## src/rtl/sha256_digest_reader.sv

```systemverilog
// sha256_digest_reader
//   Snapshots the final SHA-256 hash state (H0..H7) when the core pulses
//   done_i, then streams the snapshot out big-endian as OUT_W-bit beats over
//   a valid/ready interface. The snapshot frees the core to start its next
//   block immediately.
//
//   Ports
//     CLK          system clock, rising edge
//     RST          asynchronous reset, active-low
//     done_i       one-cycle pulse: digest_i holds the final H0..H7
//     digest_i     {H0,H1,...,H7}, H0 in the MSBs
//     out_valid_o  out_data_o holds a valid beat
//     out_ready_i  sink accepts the beat this cycle
//     out_data_o   digest beat, most significant beat first
//     out_last_o   high with the final beat
//     busy_o       high while streaming
//     overrun_o    sticky: done_i arrived while busy and was dropped
//
//   state | meaning
//   ------+--------------------------------------------------------------
//   IDLE  | no snapshot pending, outputs quiet, waiting for done_i
//   SEND  | presenting snapshot beat cnt; advances on valid & ready
module sha256_digest_reader #(
  parameter int WORD_W    = 32,
  parameter int NUM_WORDS = 8,
  parameter int OUT_W     = 32
) (
  input  logic                        CLK,
  input  logic                        RST,
  input  logic                        done_i,
  input  logic [WORD_W*NUM_WORDS-1:0] digest_i,
  output logic                        out_valid_o,
  input  logic                        out_ready_i,
  output logic [OUT_W-1:0]            out_data_o,
  output logic                        out_last_o,
  output logic                        busy_o,
  output logic                        overrun_o
);

  localparam int W     = WORD_W * NUM_WORDS;
  localparam int BEATS = W / OUT_W;
  localparam int CNT_W = $clog2(BEATS);
  localparam logic [CNT_W-1:0] LAST_CNT = CNT_W'(BEATS - 1);

  typedef enum logic {IDLE, SEND} state_t;

  state_t             state_q, state_d;
  logic [W-1:0]       shadow_q, shadow_d;
  logic [CNT_W-1:0]   cnt_q, cnt_d;
  logic [OUT_W-1:0]   data_q, data_d;
  logic               last_q, last_d;
  logic               overrun_q, overrun_d;
  logic               xfer;
  logic [W-1:0]       shifted;

  always_comb begin
    state_d   = state_q;
    shadow_d  = shadow_q;
    cnt_d     = cnt_q;
    overrun_d = overrun_q;
    xfer      = (state_q == SEND) && out_ready_i;

    case (state_q)
      IDLE: begin
        if (done_i) begin
          shadow_d = digest_i;
          cnt_d    = '0;
          state_d  = SEND;
        end
      end
      SEND: begin
        if (xfer && (cnt_q == LAST_CNT)) begin
          cnt_d = '0;
          // A digest landing on the final transfer chains straight into the
          // next stream, so the sink sees no bubble and nothing is lost.
          if (done_i) begin
            shadow_d = digest_i;
          end else begin
            state_d = IDLE;
          end
        end else begin
          if (xfer) begin
            cnt_d = cnt_q + CNT_W'(1);
          end
          if (done_i) begin
            overrun_d = 1'b1;
          end
        end
      end
      default: state_d = IDLE;
    endcase

    // Output beat is computed from next-state values so data/last are
    // registered alongside the state and stay put while the sink stalls.
    shifted = shadow_d << (int'(cnt_d) * OUT_W);
    data_d  = '0;
    if (state_d == SEND) begin
      data_d = shifted[W-1 -: OUT_W];
    end
    last_d = (state_d == SEND) && (cnt_d == LAST_CNT);
  end

  always_ff @(posedge CLK or negedge RST) begin
    if (!RST) begin
      state_q   <= IDLE;
      shadow_q  <= '0;
      cnt_q     <= '0;
      data_q    <= '0;
      last_q    <= 1'b0;
      overrun_q <= 1'b0;
    end else begin
      state_q   <= state_d;
      shadow_q  <= shadow_d;
      cnt_q     <= cnt_d;
      data_q    <= data_d;
      last_q    <= last_d;
      overrun_q <= overrun_d;
    end
  end

  assign out_valid_o = (state_q == SEND);
  assign busy_o      = (state_q == SEND);
  assign out_data_o  = data_q;
  assign out_last_o  = last_q;
  assign overrun_o   = overrun_q;

endmodule
```

## config.mk

```make
export PLATFORM = sky130hd
export DESIGN_NAME = sha256_digest_reader
export DESIGN_NICKNAME = d
export VERILOG_FILES = /design/src/rtl/sha256_digest_reader.sv
export SDC_FILE = /design/constraint.sdc
export NUM_CORES = 1
export LEC_CHECK = 0
export BUFFER_PORTS_ARGS = -buffer_cell sky130_fd_sc_hd__buf_2
export CAP_MARGIN = 40
export CORE_MARGIN = 4
export CORE_UTILIZATION = 55
export DETAILED_ROUTE_END_ITERATION = 10
export PLACE_DENSITY_LB_ADDON = 0.15
export SLEW_MARGIN = 10
export SYNTH_ARGS = -nofsm -noshare
export SYNTH_HDL_FRONTEND = slang
export SYNTH_SLANG_ARGS = --single-unit
```

## constraint.sdc

```tcl
create_clock -name CLK -period 2.6 [get_ports CLK]
set_input_delay 0 -clock CLK [delete_from_list [all_inputs] [get_ports CLK]]
set_output_delay 0 -clock CLK [all_outputs]
set_load 0.02 [all_outputs]
```

---- After elaboration in Yosys (flattened, before gate mapping) ----
Index checks and enable logic that the tools add are counted.
storage, ports and cells
  register bits after elaboration ......... 294
  input port bits ......................... 260
  output and inout port bits .............. 36
  word-level logic and storage cells ...... 27
operators by class
  add/subtract/negate cells ............... 1
  eq/ne operators ......................... 2
  shifts and indexed selects .............. 1
  mux-type cells .......................... 11
  bitwise gates (word level) .............. 2
  reductions and logical operators ........ 4
operator list
  operator                                     number
  two-way mux 256 bit                          2
  case mux 256 bit (2 select lines)            1
  left shift 256 x 8 -> 256 bit                1
  two-way mux 32 bit                           1
  two-way mux 3 bit                            3
  == test 3 bit, second input constant         2
  case mux 3 bit (2 select lines)              1
  adder 3 x 1 -> 3 bit, second input constant  1
  logical AND 1 bit                            3
  AND reduction 3 bit                          1
  two-way mux 1 bit                            2
  NOT 1 bit                                    2
  case mux 1 bit (2 select lines)              1

---- Logic depth before layout (Yosys ltp) ----
  depth after elaboration ................. 6
  gate-level depth with buffers ........... 10
  gate-level depth less buffers ........... 8

---- Least setup slack after synthesis ----
No wires, ideal clock.
  kind .................................... reg2reg
  start ................................... reg cnt_q[1]
  end ..................................... reg data_q[15] (netlist: out_data_o[15])
  library setup time ...................... 135 ps
  data arrival time ....................... 2186 ps
  data required time ...................... 2465 ps
  path slack .............................. 279 ps
  stages on the path, launching flop included .. 10
  path buffers ............................ 2
  clock period less this slack ............ 2321 ps
  cells stage by stage .................... dfrtp_1 ha_1 ha_1 a21bo_4 nand2_4 buf_2 buf_2 mux2_2 o211ai_1 nand4_1
on the way
  longest elaborated chain between the ends .. 6
  elaborated cells between the ends (all ways) .. 13
  classes of those cells .................. add/sub: 1; eq/ne: 1; shift: 1; mux: 9; reduce/logical: 1
RTL lines
  element                            line  RTL
  from (decl)                        49    logic [CNT_W-1:0] cnt_q, cnt_d;
  from (signal assigned)             114   cnt_q <= cnt_d;
  == test 3 bit                      72    if (xfer && (cnt_q == LAST_CNT)) begin
  logical AND 1 bit                  72
  two-way mux 256 bit                72
  case mux 256 bit (2 select lines)  63    case (state_q)
  via shadow_d[111]                  48    logic [W-1:0] shadow_q, shadow_d;
  left shift 256 x 8 -> 256 bit      95    shifted = shadow_d << (int'(cnt_d) * OUT_W);
  two-way mux 32 bit                 97    if (state_d == SEND) begin
  via data_d[15]                     50    logic [OUT_W-1:0] data_q, data_d;
  to (signal assigned)               115   data_q <= data_d;
  to (decl)                          50
The timed path passes the listed nets, and every way through them passes these cells.
A chain may end at the register's enable or synchronous reset.

---- Final worst setup path ----
  start ................................... reg cnt_q[0]
  end ..................................... reg data_q[29] (netlist: out_data_o[29])
Same word-level chain as after synthesis.

==> flow_summary_export.csv <==
group,metric,value,unit
grt,grt_pass1_wl,73100,um
final_layout,final_nets,1939,
final_layout,syn_to_final_growth,41.4,%
grt,antenna_found_initial,5,
yosys,yosysWarnings,0,
placement,io_buffers,295,
setup_path,cp-start-kind,"register",
yosys,async_flop_share,1.00,
clock_network,cts_tree,"built",
detailed_routing,vias_per_cell,6.22,
setup_path,path_depth,9,
yosys,ys_seq_area_frac,0.529,
setup_path,crit_chain,"ha_1, ha_2, a21bo_4, nand2_8, buf_4, buf_12, mux2_2, o211ai_1, a32oi_1",
sta,fin_crit,2.47,ns
floorplanning,dieArea,27900,sq um
grt,grt_overflow_total,0,
clock_network,cts.sinks,294,
clock_network,cts-root-buf,"clkbuf_16",
pwr,p_leak,9.97,nW
floorplanning,start_util,0.566,
sta,timing.final.ws_setup,0.127,ns
detailed_routing,drtIter0Drc,1300,
run_status,status,"finished, violations left",
clock_network,clockBufferDepth,3,
detailed_routing,ant_nets,0,
worst_hold_path,hold_class,"in -> async",
sta,rsz0062_at_grt,"no",
grt,grt_pass1_vias,13300,
setup_path,endpoint_kind,"register",
yosys,postSynthCellCount,1147,
setup_path,crit_path_start,"cnt_q[0]$_DFF_PN0_",
clock_network,h-tree-depth,1,
yosys,syn-cell-area,13900,sq um
sta,hold_slack,-0.000914,ns
floorplanning,fp.dieW,167,um
yosys,ys_types,40,
sta,fin_setup_tns,0,ns
setup_path,r2r_start,"cnt_q[0]$_DFF_PN0_",
final_layout,fill_cells,1397,
sta,maxSlewViolCount,0,
placement,post-place-ws,0.0824,ns
setup_path,worst_ep_required_time,3.00,ns
setup_path,cp_slowest_stage_delay,0.39,ns
sta,setup_viol,0,
yosys,synth_edf_count,0,
detailed_routing,route.detailed.wl_per_inst,22.7,um
final_layout,regArea,7360,sq um
setup_path,r2r_setup_slack,0.13,ns
yosys,synth_nets,1409,
floorplanning,fp.coreArea,24600,sq um
setup_path,critPathTopFamily,"compound AO/OA/AOI/OAI gates",
flow_run,max_cap_viol_count,0,
detailed_routing,drc_errors,0,
floorplanning,num_io_pins,296,
clock_network,numCtsBuffers,30,
setup_path,r2r_cells,9,
setup_path,criticalPathCategory,"reg -> reg",
yosys,ys_seq_elements,294,
placement,gp_congestion,0.847,
clock_network,clkTransAtPathRegs,0.07,ns
grt,grt.total_usage,0.322,
final_layout,multi_input_area,5990,sq um
setup_path,cp_slowest_cell,"mux2_2",
sta,hold_viol_final,1,
sta,finalCritPeriodShare,0.951,
grt,grt_start_max_net_pins,86,
sta,tightestPinTransition,0.897,ns
floorplanning,die_h,167,um
clock_network,worstSkewPairLatency,0.55,ns
setup_path,crit_buf_inv,2,
placement,post-dp-hpwl,25900,um
detailed_routing,vias,12600,
final_layout,drive_above_1_share,0.327,
sta,relSlewSlack,0.402,
sta,fin_skew,0.0106,ns
pwr,power.density,1040,nW/um^2
final_layout,final_core_util,0.799,
detailed_routing,firstDrtPassIters,6,
pwr,ir_worst_vdd,0.000742,V
yosys,avgSynthCellArea,12.1,sq um
floorplanning,num_rows,57,
yosys,ys.flop_type,"dfrtp_1",
setup_path,crit_path_max_fanout,26,
run_status,violations,"hold timing",
detailed_routing,drt_wl_total,46100,um
sta,timing.fmax,404,MHz
setup_path,arrival,2.87,ns
[layout by cell type (no fill, tap or decap), types with 6 or more instances in the layout]
| master | synthesis | routed |
|---|---|---|
| mux2_2 | 123 | 123 |
| a32oi_1 | 18 | 18 |
| nand4_1 | 28 | 28 |
| o21ai_0 | 12 | 12 |
| and3_1 | 118 | 118 |
| and2_1 | 17 | 15 |
| buf_4 | 3 | 50 |
| clkinv_2 | 0 | 14 |
| dlygate4sd3_1 | 0 | 258 |
| buf_2 | 53 | 293 |
| inv_1 | 15 | 15 |
| a21o_1 | 120 | 120 |
| dfrtp_1 | 294 | 294 |
| a221o_1 | 116 | 116 |
| clkbuf_8 | 0 | 6 |
| buf_12 | 0 | 19 |
| o211ai_1 | 124 | 124 |
| clkbuf_16 | 0 | 31 |
[layer usage]
metal | track usage | wire length, um | vias to the layer above
met3 | 0.0550 | 3250 | 123
met1 | 0.426 | 18400 | 6282
met2 | 0.539 | 22800 | 649
met5 | 0 | 14 | -
li1 | - | - | 5552
met4 | 0.116 | 1620 | 4
[metrics by stage]
stage / power, mW / instances / cell area, sq um
after floorplan: 12.9 / 1147 / 13900
after detailed placement: 15.3 / 1706 / 16000
after CTS: 20.1 / 2019 / 19600
after global placement: 15.0 / 1706 / 16000
after global routing: 21.4 / 2027 / 19700
final: 20.4 / 2028 / 19700
[path summary, 6_finish.rpt]
check	end
max	out_data_o[29]$_DFF_PN0_
min	shadow_q[35]$_DFF_PN0_
max reg2reg	out_data_o[29]$_DFF_PN0_
min reg2reg	shadow_q[213]$_DFF_PN0_
max in group asynchronous	shadow_q[189]$_DFF_PN0_
min in group CLK	overrun_o$_DFFE_PN0P_
[cell type report]
type / instances / area share
Inverter: 16 / 0.00305
Clock buffer: 37 / 0.0436
Timing Repair Buffer: 621 / 0.245
Antenna cell: 4 / 0.000509
Clock inverter: 18 / 0.00852
Sequential cell: 294 / 0.374
Tap cell: 324 / 0.0206
Multi-Input combinational cell: 714 / 0.305
[power by group]
group	switching, mW	total [mW]	internal (mW)
Combinational	4.18	8.14	3.96
Clock	1.83	4.45	2.63
Sequential	0.947	7.78	6.83
Total	6.96	20.4	13.4
[registers in the layout (all words and copies together) (netlist names)]
register and count:
out_data_o 32, overrun_o 1, busy_o 1, shadow_q 256, cnt_q 3, out_last_o 1
[cells in the mapped netlist, types with 2 or more instances]
cell type | n | share of area
ha_1 | 2 | 0.0018
nand3b_1 | 2 | 0.0011
nor3b_1 | 2 | 0.0011
and2_1 | 17 | 0.0076
o211ai_1 | 124 | 0.067
clkbuf_1 | 64 | 0.017
a32oi_1 | 18 | 0.011
mux2_2 | 123 | 0.10
inv_1 | 15 | 0.0040
a21boi_0 | 2 | 0.0011
nand4_1 | 28 | 0.013
a221o_1 | 116 | 0.083
o21ai_0 | 12 | 0.0043
dfrtp_1 | 294 | 0.53
a2111o_1 | 2 | 0.0016
a21o_1 | 120 | 0.065
buf_6 | 2 | 0.0016
buf_1 | 2 | 0.00054
nand3_1 | 3 | 0.0011
buf_4 | 3 | 0.0016
buf_2 | 53 | 0.019
a31oi_1 | 4 | 0.0018
nand2b_1 | 3 | 0.0013
and3_1 | 118 | 0.053
nor2_1 | 3 | 0.00081
[logic make-up (layout without fill, tap and decap cells)]
family	count (synthesis)	in the layout	synth area share
AOI/OAI and AO/OA	403	403	0.240
DFF	294	294	0.529
and+or+nand+nor	183	184	0.0839
buffers and inverters	140	692	0.0444
muxes	125	125	0.101
adders and majority gates	2	2	0.00180
other	0	4	0
[repair_timing]
action | CTS | global route
buffers inserted | 0 | 4
hold endpoints to repair | 581 | 0
setup endpoints to repair | 0 | 25
hold buffers | 258 | 0
gates resized for setup | 0 | 2
No activity file was read; power rests on OpenSTA's default activity.
